==> src/rtl/fetch_aligner_pkg.sv <==
// Shared frontend definitions for the fetch aligner.
// Holds the fetch FSM state type, the fetch block size and the packet geometry
// (instruction width, fetch width and slot count).
package fetch_aligner_pkg;

    localparam int FETCH_BYTES = 16;
    localparam int INSTR_W     = 32;
    localparam int FETCH_W     = 128;
    localparam int NUM_SLOTS   = 4;

    typedef enum logic [1:0] {
        ST_IDLE = 2'd0,
        ST_REQ  = 2'd1,
        ST_WAIT = 2'd2,
        ST_KILL = 2'd3
    } fetch_state_e;

endpackage

==> src/rtl/fetch_aligner_shift.sv <==
// fetch_align_shift: combinational packet aligner.
// Moves the word at slot k_i down to slot 0, zero-fills the upper slots, and
// produces the matching valid mask.
//   data_i  : raw fetch block, word i in bits [32i+31:32i]
//   k_i     : word offset of the fetch PC inside the block
//   data_o  : shifted packet
//   mask_o  : per-slot valid mask (all ones shifted right by k_i)
module fetch_align_shift
    import fetch_aligner_pkg::*;
(
    input  logic [FETCH_W-1:0]   data_i,
    input  logic [1:0]           k_i,
    output logic [FETCH_W-1:0]   data_o,
    output logic [NUM_SLOTS-1:0] mask_o
);

    logic [6:0] shamt;

    always_comb begin
        shamt  = {k_i, 5'd0};
        data_o = data_i >> shamt;
        mask_o = {NUM_SLOTS{1'b1}} >> k_i;
    end

endmodule

==> src/rtl/fetch_aligner.sv <==
// fetch_aligner: instruction fetch sequencer and packet aligner.
// Issues one 16-byte block request at a time to the I-cache, aligns the
// returned block so slot 0 holds the instruction at the fetch PC, and handles
// redirects by dropping the outstanding response.
//   clock, reset_n              : clock and async active-low reset
//   fetch_inst                  : downstream ready for a new packet
//   mem_stall                   : blocks starting a new request
//   redirect_valid/_target      : restart fetch at a new PC
//   icache_req_valid/_ready/_addr : block request handshake
//   icache_resp_valid/_data     : one-cycle response strobe and block data
//   aligned_instr/_valid, pc    : delivered packet, slot mask, PC of slot 0
//   pc_operation_done           : one-cycle pulse with each packet
//
// state | meaning
// IDLE  | no request outstanding, waiting for fetch_inst
// REQ   | request presented, waiting for the cache to accept it
// WAIT  | request accepted, waiting for the response
// KILL  | request accepted before a redirect; drop its response
module fetch_aligner #(
    parameter logic [63:0] RESET_PC    = 64'h8000_0000,
    parameter int          FETCH_BYTES = fetch_aligner_pkg::FETCH_BYTES
) (
    input  logic          clock,
    input  logic          reset_n,
    input  logic          fetch_inst,
    input  logic          mem_stall,
    input  logic          redirect_valid,
    input  logic [63:0]   redirect_target,
    output logic          icache_req_valid,
    input  logic          icache_req_ready,
    output logic [63:0]   icache_req_addr,
    input  logic          icache_resp_valid,
    input  logic [127:0]  icache_resp_data,
    output logic [127:0]  aligned_instr,
    output logic [3:0]    aligned_instr_valid,
    output logic [63:0]   pc,
    output logic          pc_operation_done
);
    import fetch_aligner_pkg::*;

    fetch_state_e         state_q, state_d;
    logic [63:0]          fetch_pc_q, fetch_pc_d;
    logic [FETCH_W-1:0]   instr_q;
    logic [NUM_SLOTS-1:0] valid_q;
    logic [63:0]          pc_q;
    logic                 done_q;

    logic                 req_fire;
    logic                 deliver;
    logic [63:0]          block_base;
    logic [FETCH_W-1:0]   shifted;
    logic [NUM_SLOTS-1:0] shifted_mask;

    fetch_align_shift u_shift (
        .data_i (icache_resp_data),
        .k_i    (fetch_pc_q[3:2]),
        .data_o (shifted),
        .mask_o (shifted_mask)
    );

    always_ff @(posedge clock or negedge reset_n) begin
        if (!reset_n) begin
            state_q    <= ST_IDLE;
            fetch_pc_q <= RESET_PC;
        end else begin
            state_q    <= state_d;
            fetch_pc_q <= fetch_pc_d;
        end
    end

    always_comb begin
        state_d    = state_q;
        fetch_pc_d = fetch_pc_q;
        deliver    = 1'b0;
        block_base = {fetch_pc_q[63:4], 4'b0};
        req_fire   = (state_q == ST_REQ) && icache_req_ready;

        if (redirect_valid) begin
            fetch_pc_d = {redirect_target[63:2], 2'b00};
            unique case (state_q)
                ST_REQ:  state_d = req_fire ? ST_KILL : ST_IDLE;
                // A response in the redirect cycle is the outstanding one,
                // so there is nothing left to drop.
                ST_WAIT: state_d = icache_resp_valid ? ST_IDLE : ST_KILL;
                ST_KILL: state_d = icache_resp_valid ? ST_IDLE : ST_KILL;
                default: state_d = ST_IDLE;
            endcase
        end else begin
            unique case (state_q)
                ST_IDLE: if (fetch_inst && !mem_stall) state_d = ST_REQ;
                ST_REQ:  if (req_fire) state_d = ST_WAIT;
                ST_WAIT: begin
                    if (icache_resp_valid) begin
                        deliver    = 1'b1;
                        fetch_pc_d = block_base + 64'(FETCH_BYTES);
                        state_d    = ST_IDLE;
                    end
                end
                ST_KILL: if (icache_resp_valid) state_d = ST_IDLE;
                default: state_d = ST_IDLE;
            endcase
        end
    end

    always_ff @(posedge clock or negedge reset_n) begin
        if (!reset_n) begin
            instr_q <= '0;
            valid_q <= '0;
            pc_q    <= '0;
            done_q  <= 1'b0;
        end else begin
            valid_q <= deliver ? shifted_mask : '0;
            done_q  <= deliver;
            if (deliver) begin
                instr_q <= shifted;
                pc_q    <= fetch_pc_q;
            end
        end
    end

    assign icache_req_valid    = (state_q == ST_REQ);
    assign icache_req_addr     = block_base;
    assign aligned_instr       = instr_q;
    assign aligned_instr_valid = valid_q;
    assign pc                  = pc_q;
    assign pc_operation_done   = done_q;

endmodule
==> config.mk <==
export PLATFORM = sky130hd
export DESIGN_NAME = fetch_aligner
export DESIGN_NICKNAME = d
export VERILOG_FILES = /design/src/rtl/fetch_aligner_pkg.sv /design/src/rtl/fetch_aligner_shift.sv /design/src/rtl/fetch_aligner.sv
export SDC_FILE = /design/constraint.sdc
export NUM_CORES = 1
export LEC_CHECK = 0
export ABC_CLOCK_PERIOD_IN_PS = 2050
export CAP_MARGIN = 10
export CORE_UTILIZATION = 41
export DETAILED_ROUTE_END_ITERATION = 8
export HOLD_SLACK_MARGIN = 0.03
export PLACE_DENSITY = 0.81
export RECOVER_POWER = 25
export SLEW_MARGIN = 20
export SYNTH_ARGS = -nofsm -noshare
export SYNTH_HDL_FRONTEND = slang
export SYNTH_SLANG_ARGS = --single-unit
==> constraint.sdc <==
create_clock -name clock -period 2.05 [get_ports clock]
set_input_delay 0.41 -clock clock [delete_from_list [all_inputs] [get_ports clock]]
set_output_delay 0.41 -clock clock [all_outputs]
set_load 0.005 [all_outputs]
**After elaboration in Yosys (flattened, before gate mapping)**

Cells that the tools add are included.

- $add $sub $neg: 1
- Equal/unequal tests: 6
- Shift-type cells: 2
- Mux-type cells: 15
- Reductions and logical operators: 9

Operators by type and width:

| operator | count |
|---|---|
| $mux 64 | 3 |
| $shr 128x7->128 | 1 |
| $add 64x5->64 const B | 1 |
| $mux 2 | 6 |
| $pmux 2 s3 | 1 |
| $eq 2x2->1 const B | 2 |
| $mux 4 | 1 |
| $pmux 2 s2 | 1 |
| $reduce_bool 2->1 | 2 |
| $shr 4x2->4 const A | 1 |
| $mux 1 | 3 |
| $ne 3x1->1 const B | 1 |
| $ne 3x2->1 const B | 1 |
| $ne 3x3->1 const B | 1 |
| $reduce_and 3->1 | 1 |
| $eq 2x1->1 const B | 1 |
| $logic_and 1x1->1 | 2 |
| $logic_not 2->1 | 1 |
| $reduce_and 2->1 | 1 |
| $reduce_or 2->1 | 1 |
| $logic_not 1->1 | 1 |

- Flip-flop bits (word level): 263
- Output and inout bits: 262

**Longest topological paths before layout**

Gate-level depths: netlist of the first run.

- Depth in word-level cells: 5
- Gate-level depth with buffers: 9
- Gate-level depth less buffers: 6

**Cells and area by module**

Synthesis of the first run repeated with hierarchy kept, for this count alone.

- Cells, all modules: 1185
- Area, all modules: 13553.0 sq um

By module, submodules not included:

| module | times used | cells each | area each (sq um) |
|---|---|---|---|
| fetch_aligner | 1 | 926 | 11447.2 |
| fetch_align_shift | 1 | 259 | 2105.8 |

**Worst setup path before layout of the first run**

OpenSTA, ideal clock, no wires.

- Path kind: reg2reg
- From: register fetch_pc_q[42]
- To: register fetch_pc_q[60]
- Arrival time: 2161 ps
- Required time: 1981 ps
- Setup slack: -180 ps
- Cell stages (with the launch flop): 8
- Clock period less this slack: 2230 ps
- Cell sequence: dfrtp_1 > buf_2 > nand4_1 > or4_1 > or4_1 > clkbuf_2 > or4_1 > nand3_1

- Longest elaborated chain between the ends: 4

Ends and longest elaborated chain:

| element | line | text |
|---|---|---|
| from (decl) | fetch_aligner.sv:42 | `logic [63:0] fetch_pc_q, fetch_pc_d;` |
| from (signal assigned) | fetch_aligner.sv:67 | `fetch_pc_q <= fetch_pc_d;` |
| $add 64x5->64 | fetch_aligner.sv:95 | `fetch_pc_d = block_base + 64'(FETCH_BYTES);` |
| $mux 64 | fetch_aligner.sv:93 | `if (icache_resp_valid) begin` |
| $mux 64 | fetch_aligner.sv:89 | `unique case (state_q)` |
| $mux 64 | fetch_aligner.sv:78 | `if (redirect_valid) begin` |

Every way passes these cells. The select of a mux whose other input is x is not followed.
A chain may end at the register's enable or synchronous reset.

**Worst setup path in the final report of the first run**

- From: register fetch_pc_q[31]
- To: register fetch_pc_q[49]

Same word-level chain as after synthesis.

==> results.sh, run 1 <==
export IMPL_status="complete, but fails checks"
export IMPL_violations="DRC, setup timing"
export IMPL_fin_crit_sh_pct=107
export IMPL_io_pins=461
export IMPL_power_frac_clock_pct=26.0
export IMPL_drtIter0Drc=923
export IMPL_cp_arrival_ns=2.65
export IMPL_path_cells="buf_4, nand3_4, nor4_4, nand4_1, buf_4, buf_6, buf_6, or3_1, a31oi_1"
export IMPL_p_per_area_mw_per_mm2=1100
export IMPL_drt_total_wl_microns=47900
export IMPL_fin_skew_ns=0.0146
export IMPL_fin_hold_ws_ns=0.379
export IMPL_leakage_nw=9.01
export IMPL_antenna_found_initial=9
export IMPL_drv_cap=0
export IMPL_vias=13000
export IMPL_clk_pin_slew_worst_paths_ns=0.06
export IMPL_finalHoldViolCount=0
export IMPL_postLayoutCoreUtil_pct=65.3
export IMPL_preCtsSetupSlack_ns=-0.388
export IMPL_syn_to_final_growth_pct=55.4
export IMPL_gp_congestion=0.988
export IMPL_layout_drive_gt1_share_pct=16.0
export IMPL_numPortBuffers=452
export IMPL_first_pass_iters=9
export IMPL_cp_start_kind="register"
export IMPL_swShare_pct=30.4
export IMPL_rsz0062_at_grt="yes"
export IMPL_grt_use_total_pct=28.0
export IMPL_cp_slowest_cell="dfstp_2"
export IMPL_drc=32
export IMPL_nets=2123
export IMPL_cp_slowest_stage_delay_ns=0.55
export IMPL_ir_drop_mv=0.755
export IMPL_hold_class="primary input to register"
export IMPL_synthCells=1423
export IMPL_p_sw_mw=6.75
export IMPL_die_y_microns=180
export IMPL_finalSetupViolCount=13
export IMPL_avgSynthCellArea_sq_um=9.12
export IMPL_cts_sinks=258
export IMPL_p_int_mw=15.5
export IMPL_htree_levels=1
export IMPL_numCtsBuffers=29
export IMPL_max_freq_ghz=0.455
export IMPL_synth_ff_type="dfrtp_1"
export IMPL_cts_tree="done"
export IMPL_cts_path_max_buffers=3
export IMPL_power_mw=22.2
export IMPL_fin_crit_ns=2.20
export IMPL_pwr_share_seq_pct=36.5
export IMPL_nFillCells=2314
export IMPL_start_util_pct=42.0
export IMPL_synth_edff_count=0
export IMPL_num_rows=64
export IMPL_dieArea_sq_mm=0.0324
export IMPL_crit_path_end_kind="register"
export IMPL_critPathMaxFanout=7
export IMPL_routed_via_density=5.53
export IMPL_clk_latency_ns=0.55
export IMPL_grt_pass1_vias=13000
export IMPL_multiInputGateArea_sq_mm=0.00587
export IMPL_tns_ns=-0.564
export IMPL_cts_root_buf="clkbuf_16"
export IMPL_timing_final_ws_setup_ns=-0.146
export IMPL_grt_max_degree=88
export IMPL_avgRoutedWirePerCell_microns=20.4
export IMPL_relSlewSlack_pct=28.5
export IMPL_dpl_hpwl_microns=33700
export IMPL_ant_nets=0
export IMPL_grt_ovfl_total=0
export IMPL_ys_ff_latch=258
export IMPL_register_area_sq_mm=0.00647
export IMPL_yosysUniqueCellTypes=54
export IMPL_slew_viol_final=0
export IMPL_tightest_slew_ns=1.07
export IMPL_combPwrFrac_pct=37.5
export IMPL_die_w_microns=180
export IMPL_yosysWarnings=0
export IMPL_crit_type="register to register"
export IMPL_worst_ep_required_time_ns=2.50
export IMPL_core_sq_mm=0.0309
export IMPL_netlist_area_sq_mm=0.0130
export IMPL_grt_pass1_wl_microns=71800
export IMPL_synth_seq_area_share_pct=49.7
export IMPL_ys_async_sr_fraction_pct=100
## power by group through the flow
stage	clock [mW]	sequential (mW)	combinational [mW]
6_report	5.77	8.11	8.34
3_5_place_dp	0	8.15	8.20
4_1_cts	5.84	8.10	8.28
3_3_place_gp	0	8.06	7.98
5_1_grt	6.07	8.33	8.96
2_1_floorplan	0	8.16	2.67
## critical path: cells and delay by family, from the launching register on
| kind | cells | cell delay, ns |
|---|---|---|
| AO/OA/AOI/OAI | 1 | 0.22 |
| buffers and inverters | 4 | 0.57 |
| flip-flops | 1 | 0.55 |
| AND/OR/NAND/NOR | 4 | 0.75 |
## cells in the mapped netlist (all sizes together) (4+ instances only)
cell    number  share of area [%]
mux2        33                2.9
o21ai       82                3.2
buf         81                4.3
nand4       25                1.3
o31ai       43                2.5
xor2        15                1.0
and4         5               0.34
o211ai      32                1.9
nand2      396                 11
nand3       23               0.89
inv         12               0.35
nor2        69                2.0
and3         9               0.43
or3         10               0.48
nor3        17               0.69
nor2b        4               0.19
a22o        34                2.3
clkbuf      84                2.4
a21oi       33                1.3
or4         16               0.93
mux2i       66                5.1
dfrtp      257                 50
xnor2       18                1.2
a31oi       21                1.0
nor4         9               0.48
## registers in the layout (all words and copies together) (netlist names)
name / cells
state_q: 2
aligned_instr: 128
aligned_instr_valid: 4
fetch_pc_q: 62
pc: 62
## worst paths after layout
| check | from | end | slack, ns | depth (start not counted) |
|---|---|---|---|---|
| max | fetch_pc_q[31]$_DFFE_PN1P_ | fetch_pc_q[49]$_DFFE_PN0P_ | -0.15 | 9 |
| min | redirect_valid | fetch_pc_q[8]$_DFFE_PN0P_ | 0.38 | 4 |
| max reg2reg | fetch_pc_q[31]$_DFFE_PN1P_ | fetch_pc_q[49]$_DFFE_PN0P_ | -0.15 | 9 |
| min reg2reg | pc[36]$_DFFE_PN0P_ | pc[36]$_DFFE_PN0P_ | 0.47 | 2 |
| max in group asynchronous | reset_n | pc[57]$_DFFE_PN0P_ | 0.23 | 3 |
| min in group asynchronous | reset_n | pc[25]$_DFFE_PN0P_ | 0.58 | 2 |
## cells in the final DEF, fill, tap and decap left out, types with 8 or more instances in the layout
| cell | instances |
|---|---|
| a21oi_1 | 33 |
| a22o_1 | 34 |
| a31oi_1 | 18 |
| and3_1 | 9 |
| buf_12 | 23 |
| buf_4 | 126 |
| buf_6 | 19 |
| clkbuf_16 | 29 |
| clkdlybuf4s50_1 | 434 |
| dfrtp_1 | 253 |
| dlymetal6s2s_1 | 13 |
| inv_1 | 9 |
| mux2_2 | 33 |
| mux2i_1 | 66 |
| nand2_1 | 393 |
| nand3_1 | 15 |
| nand4_1 | 24 |
| nor2_1 | 69 |
| nor3_1 | 12 |
| o211ai_1 | 32 |
| o21ai_0 | 82 |
| o31ai_1 | 39 |
| or4_1 | 8 |
| or4_4 | 8 |
| xnor2_1 | 18 |
| xor2_1 | 15 |
## cell type report
cell class | instances | area share, %
clock buffer | 38 | 4.06
sequential | 258 | 32.1
multi-input combinational | 993 | 29.1
inverter | 12 | 0.230
tap | 396 | 2.46
timing repair buffer | 629 | 30.8
antenna | 6 | 0.0744
clock inverter | 15 | 1.20
## cell families after synthesis
logic type | synth area share (%)
AND/OR/NAND/NOR | 19.9
AO/OA/AOI/OAI | 12.9
flip-flops | 49.7
buffers and inverters | 7.11
multiplexers | 7.95
XOR/XNOR | 2.23
adder cells (fa/ha/maj) | 0.0964
other | 0.0289
## per-layer routing
metal	global-route usage [%]	vias to the layer above	part of all wire [%]
met5	0	-	0.052
li1	-	5864	-
met1	31.7	6287	36
met3	6.48	151	8.8
met2	50.5	671	51
met4	11.8	4	4.4
## timing repair
action | CTS | global route
resized for setup | 14 | 69
hold endpoints to repair | 59 | 0
pin swaps | 2 | 19
buffers inserted | 5 | 34
hold buffers | 1 | 0
setup endpoints to repair | 22 | 46
gates cloned | 0 | 1
## stage by stage
stage	std cells	area, sq um
2_1_floorplan	1428	13000
3_3_place_gp	2247	18500
5_1_grt	2347	20200
6_report	2347	20200
4_1_cts	2306	19700
3_5_place_dp	2247	18500
Power figures use the tool's default switching activity.
==> run 2, diff against run 1 <==
--- a/config.mk
+++ b/config.mk
@@ -8,6 +8,8 @@
 export ABC_CLOCK_PERIOD_IN_PS = 2050
 export CAP_MARGIN = 10
 export CORE_UTILIZATION = 41
+export CTS_CLUSTER_DIAMETER = 40
+export CTS_CLUSTER_SIZE = 25
 export DETAILED_ROUTE_END_ITERATION = 8
 export HOLD_SLACK_MARGIN = 0.03
 export PLACE_DENSITY = 0.81
==> run 2 against run 1 <==
- count of clock-buffer cells in the layout up 16
- register-to-register slack about the same
- clock power increased by 27%
- largest power group unchanged
- fmax shrank 0.16%
- the flow still finishes with violations (DRC, setup timing)
- clock skew grew 0.0091 ns
- critical path depth decreased by 4
- flip-flop and latch count unchanged
- worst hold slack improved by 0.017 ns
- utilization increased by 0.98 points
- total power grew 7.1%
- global-route usage up 0.42 points
==> results.sh, run 2 (synthesis results as in run 1) <==
export IMPL_grt_ovfl_total=0
export IMPL_grt_use_total_pct=28.4
export IMPL_tns_ns=-0.373
export IMPL_postLayoutCoreUtil_pct=66.2
export IMPL_cp_slowest_stage_delay_ns=0.55
export IMPL_clk_latency_ns=0.53
export IMPL_numCtsBuffers=42
export IMPL_cts_sinks=258
export IMPL_drtIter0Drc=1008
export IMPL_cts_path_max_buffers=3
export IMPL_dieArea_sq_mm=0.0324
export IMPL_die_y_microns=180
export IMPL_clk_pin_slew_worst_paths_ns=0.06
export IMPL_htree_levels=2
export IMPL_hold_class="primary input to register"
export IMPL_num_rows=64
export IMPL_tightest_slew_ns=1.07
export IMPL_vias=13100
export IMPL_gp_congestion=0.988
export IMPL_ir_drop_mv=0.760
export IMPL_dpl_hpwl_microns=33700
export IMPL_power_mw=23.8
export IMPL_layout_drive_gt1_share_pct=16.6
export IMPL_path_cells="inv_2, or4_1, or4_4, or4_1, nand3_1"
export IMPL_grt_pass1_vias=13100
export IMPL_instances_no_fill=2359
export IMPL_cts_tree="done"
export IMPL_drc=33
export IMPL_placed_area_sq_mm=0.0185
export IMPL_cp_slowest_cell="dfstp_2"
export IMPL_first_pass_iters=9
export IMPL_worst_ep_required_time_ns=2.50
export IMPL_avgRoutedWirePerCell_microns=20.4
export IMPL_relSlewSlack_pct=28.9
export IMPL_critPathMaxFanout=3
export IMPL_core_sq_mm=0.0309
export IMPL_largest_reg_flops=128
export IMPL_max_freq_ghz=0.455
export IMPL_cp_arrival_ns=2.65
export IMPL_routed_via_density=5.54
export IMPL_cpMostUsedCell="or4_1"
export IMPL_fin_crit_sh_pct=107
export IMPL_grt_max_degree=88
export IMPL_drv_cap=0
export IMPL_rsz0062_at_grt="yes"
export IMPL_syn_to_final_growth_pct=57.7
export IMPL_slew_viol_final=0
export IMPL_final_common_cell="clkdlybuf4s50_1"
export IMPL_place_inst=2247
export IMPL_numPortBuffers=452
export IMPL_fin_area_sq_mm=0.0205
export IMPL_fin_hold_ws_ns=0.396
export IMPL_p_per_area_mw_per_mm2=1160
export IMPL_grt_pass1_wl_microns=72800
export IMPL_timing_final_ws_setup_ns=-0.149
export IMPL_cts_root_buf="clkbuf_16"
export IMPL_io_pins=461
export IMPL_drt_total_wl_microns=48100
export IMPL_preCtsSetupSlack_ns=-0.388
export IMPL_cp_start_kind="register"
export IMPL_status="complete, but fails checks"
export IMPL_fin_crit_ns=2.20
export IMPL_final_cell_mix="clkdlybuf4s50_1 (445), nand2_1 (393), dfrtp_1 (251)"
export IMPL_crit_path_end_kind="register"
export IMPL_crit_type="register to register"
export IMPL_start_util_pct=42.0
export IMPL_fin_skew_ns=0.0236
export IMPL_antenna_found_initial=10
export IMPL_ant_nets=0
export IMPL_finalHoldViolCount=0
export IMPL_violations="DRC, setup timing"
export IMPL_leakage_nw=9.03
export IMPL_nets=2121
export IMPL_finalSetupViolCount=6
export IMPL_die_w_microns=180
## run 2: layout make-up
class | count | area, sq um
well taps | 396 | 495
fillers | 2283 | 10400
flip-flops and latches | 258 | 6470
clock inverters | 24 | 309
inverters | 12 | 46.3
multi-input cells | 993 | 5900
diodes | 8 | 20.0
clock buffers | 54 | 1180
repair buffers | 614 | 6060
## run 2: worst max-delay path, delay by kind of cell, from the launching register on
family / cells / cell delay (ns)
DFF: 1 / 0.55
and+or+nand+nor: 4 / 1.53
buffers and inverters: 1 / 0.04
## run 2: worst paths after layout
check                                            from                         end  slack [ns]  depth (start not counted)
max in group asynchronous                     reset_n          pc[55]$_DFFE_PN0P_        0.19                          3
min in group asynchronous                     reset_n          pc[20]$_DFFE_PN0P_        0.62                          2
min reg2reg                        pc[36]$_DFFE_PN0P_          pc[36]$_DFFE_PN0P_        0.47                          2
max                        fetch_pc_q[31]$_DFFE_PN1P_  fetch_pc_q[60]$_DFFE_PN0P_       -0.15                          5
max reg2reg                fetch_pc_q[31]$_DFFE_PN1P_  fetch_pc_q[60]$_DFFE_PN0P_       -0.15                          5
min                                    redirect_valid   fetch_pc_q[8]$_DFFE_PN0P_        0.40                          4
## run 2: metal layers
metal / up-vias / global-route usage [%] / part of all wire [%]
met3: 159 / 6.85 / 8.6
met1: 6347 / 31.9 / 36
met4: 2 / 13.6 / 4.8
met2: 687 / 50.7 / 51
met5: - / 0 / 0.023
li1: 5869 / - / -
## run 2: timing repair
item                                   4_1_cts  5_1_grt
pin swaps                                    4       24
hold buffers                                 1        0
endpoints found under the hold margin       59        0
setup endpoints to repair                   20       32
resized for setup                           15       59
setup buffers                                4       21
## run 2: report_power, final
group | internal, mW | switching, mW | leakage [nW]
clock network | 4.65 | 2.70 | 0.725
logic | 4.95 | 3.37 | 5.07
registers | 6.95 | 1.18 | 3.24
==> run 3, diff against run 2 <==
--- a/config.mk
+++ b/config.mk
@@ -5,14 +5,17 @@
 export SDC_FILE = /design/constraint.sdc
 export NUM_CORES = 1
 export LEC_CHECK = 0
-export ABC_CLOCK_PERIOD_IN_PS = 2050
+export ABC_CLOCK_PERIOD_IN_PS = 2500
 export CAP_MARGIN = 10
-export CORE_UTILIZATION = 41
+export CELL_PAD_IN_SITES_DETAIL_PLACEMENT = 1
+export CELL_PAD_IN_SITES_GLOBAL_PLACEMENT = 1
+export CORE_ASPECT_RATIO = 1.4
+export CORE_UTILIZATION = 33
 export CTS_CLUSTER_DIAMETER = 40
 export CTS_CLUSTER_SIZE = 25
 export DETAILED_ROUTE_END_ITERATION = 8
 export HOLD_SLACK_MARGIN = 0.03
-export PLACE_DENSITY = 0.81
+export PLACE_DENSITY = 0.84
 export RECOVER_POWER = 25
 export SLEW_MARGIN = 20
 export SYNTH_ARGS = -nofsm -noshare
==> constraint.sdc (replaced) <==
create_clock -name clock -period 2.5 [get_ports clock]
set_input_delay 0.5 -clock clock [delete_from_list [all_inputs] [get_ports clock]]
set_output_delay 0.5 -clock clock [all_outputs]
set_load 0.005 [all_outputs]
==> run 3 against run 2 <==
- the flow now finishes without violations
- sequential power decreased by 17%
- utilization is 16 points lower
- combinational power decreased by 19%
- global-route usage fell by 2.4 points
- via count down 2.6%
- worst setup slack better by 0.25 ns
- die area grew 24%
- register-to-register slack improved by 0.25 ns
- final cell count up 1.4%
- clock power down 21%
- total power shrank 19%
- sequential share of layout area is 1.7 points higher
- critical path type unchanged
- largest power group is now sequential cells
==> results.sh, run 3 (synthesis results as in run 1) <==
export IMPL_whs_path_depth=2
export IMPL_htree_levels=2
export IMPL_placed_area_sq_mm=0.0180
export IMPL_cpMostUsedCell="or4_1"
export IMPL_power_frac_clock_pct=30.3
export IMPL_layout_drive_gt1_share_pct=10.2
export IMPL_start_util_pct=33.6
export IMPL_clk_latency_ns=0.52
export IMPL_avgRoutedWirePerCell_microns=22.3
export IMPL_numCtsBuffers=38
export IMPL_io_pins=461
export IMPL_r2r_slack_ns=0.1
export IMPL_worst_ep_required_time_ns=2.89
export IMPL_max_freq_ghz=0.416
export IMPL_pwr_share_seq_pct=34.9
export IMPL_num_rows=85
export IMPL_grt_use_total_pct=26.0
export IMPL_relSlewSlack_pct=24.1
export IMPL_critical_path_top_delay_family="simple AND/OR/NAND/NOR gates"
export IMPL_dpl_hpwl_microns=37800
export IMPL_antenna_found_initial=6
export IMPL_finalHoldViolCount=0
export IMPL_status="finished clean"
export IMPL_reg2regPathDepth=5
export IMPL_die_y_microns=237
export IMPL_crit_path_end_kind="register"
export IMPL_cp_slowest_stage_delay_ns=0.57
export IMPL_ir_drop_mv=0.614
export IMPL_final_cell_mix="clkdlybuf4s50_1 (449), nand2_1 (396), dfrtp_1 (255)"
export IMPL_grt_max_degree=92
export IMPL_leakage_nw=8.40
export IMPL_numPortBuffers=452
export IMPL_instances_no_fill=2393
export IMPL_hold_class="register to register"
export IMPL_fin_hold_ws_ns=0.471
export IMPL_ant_nets=0
export IMPL_fin_crit_sh_pct=96.1
export IMPL_finalSetupViolCount=0
export IMPL_gp_congestion=0.872
export IMPL_cp_slowest_cell="or4_1"
export IMPL_slew_viol_final=0
export IMPL_place_inst=2317
export IMPL_core_sq_mm=0.0386
export IMPL_r2r_start="fetch_pc_q[27]$_DFFE_PN0P_"
export IMPL_syn_to_final_growth_pct=49.4
export IMPL_combPwrFrac_pct=34.8
export IMPL_cts_path_max_buffers=3
export IMPL_clk_pin_slew_worst_paths_ns=0.06
export IMPL_drtIter0Drc=760
export IMPL_grt_pass1_wl_microns=80700
export IMPL_dieArea_sq_mm=0.0401
export IMPL_crit_type="register to register"
export IMPL_crit_path_start="fetch_pc_q[27]$_DFFE_PN0P_"
export IMPL_cp_arrival_ns=2.79
export IMPL_cts_tree="done"
export IMPL_hold_path_startpoint="pc[63]$_DFFE_PN0P_"
export IMPL_cp_start_kind="register"
export IMPL_holdPathEnd="pc[63]$_DFFE_PN0P_"
export IMPL_preCtsSetupSlack_ns=-0.200
export IMPL_routed_via_density=5.32
export IMPL_grt_ovfl_total=0
export IMPL_fin_skew_ns=0.0161
export IMPL_drv_cap=0
export IMPL_cts_sinks=258
export IMPL_timing_final_ws_setup_ns=0.0987
export IMPL_nets=2036
export IMPL_rsz0062_at_grt="no"
export IMPL_r2r_end="fetch_pc_q[52]$_DFFE_PN0P_"
export IMPL_fin_area_sq_mm=0.0194
export IMPL_fin_crit_ns=2.40
export IMPL_p_per_area_mw_per_mm2=994
export IMPL_path_cells="nand4_2, or4_1, or4_1, buf_4, a221o_1"
export IMPL_tns_ns=0
export IMPL_first_pass_iters=6
export IMPL_cp_num_buf_inv=1
export IMPL_final_common_cell="clkdlybuf4s50_1"
export IMPL_drt_total_wl_microns=53300
export IMPL_drc=0
export IMPL_die_w_microns=170
export IMPL_vias=12700
export IMPL_tightest_slew_ns=1.14
export IMPL_p_sw_mw=6.00
export IMPL_largest_reg_flops=128
export IMPL_cts_root_buf="clkbuf_16"
export IMPL_critPathMaxFanout=6
export IMPL_swShare_pct=31.1
export IMPL_grt_pass1_vias=14100
export IMPL_p_int_mw=13.3
run 3: changes by cell type in the layout (fill, tap and decap cells not counted), moves of 5 or more:
cell,delta
buf_12,-16
buf_4,-49
nand3_1,+9
buf_6,-16
or4_4,-10
nand3_2,-5
or4_1,+10
run 3: final cells by class:
cell class              count  area, sq um
clock buffers              48         1080
diodes                      7         17.5
well taps                 522          653
fillers                  4389        19200
multi-input cells         993         5640
flip-flops and latches    258         6460
repair buffers            533         5190
inverters                  12         46.3
clock inverters            20          300
run 3: metal layers:
layer | track usage (%) | vias to the layer above | routed length (microns)
met5 | 0 | - | 0
met4 | 15.8 | 0 | 3290
met3 | 6.25 | 168 | 3420
met2 | 47.9 | 487 | 27900
met1 | 26.1 | 6376 | 18600
li1 | - | 5688 | -
run 3: power by group through the flow:
stage	combinational (mW)	clock, mW	sequential [mW]
after floorplan	2.18	0	6.69
after global placement	6.40	0	6.65
after detailed placement	6.66	0	6.77
after CTS	6.77	5.93	6.73
after global routing	7.21	6.09	6.90
final	6.70	5.84	6.73
run 3: worst max path at each step:
stage                                      end  slack (ns)  depth (start not counted)
finish              fetch_pc_q[52]$_DFFE_PN0P_         0.1                          5
global route        fetch_pc_q[54]$_DFFE_PN0P_        0.03                          6
CTS                 fetch_pc_q[60]$_DFFE_PN0P_        0.11                          5
detailed placement  fetch_pc_q[50]$_DFFE_PN0P_       -0.20                          8
global placement    fetch_pc_q[50]$_DFFE_PN0P_       -0.08                          8
floorplan           fetch_pc_q[60]$_DFFE_PN0P_        0.27                          7
run 3: metrics by stage:
stage | utilization, % | power, mW
final | 50.2 | 19.3
after global routing | 50.2 | 20.2
after CTS | 50.3 | 19.4
after detailed placement | 46.7 | 13.4
after global placement | 46.7 | 13.1
after floorplan | - | 8.87
run 3: what timing repair did:
action	4_1_cts	5_1_grt
endpoints found under the setup margin	0	1
hold buffers	1	0
resized for setup	0	1
setup buffers	0	0
hold endpoints to repair	54	0
run 3: worst reg2reg max path, stage by stage, from the launching register on:
cell     delay (ns)
dfrtp_1        0.46
nand4_2        0.25
or4_1          0.57
or4_1          0.54
buf_4          0.18
a221o_1        0.29
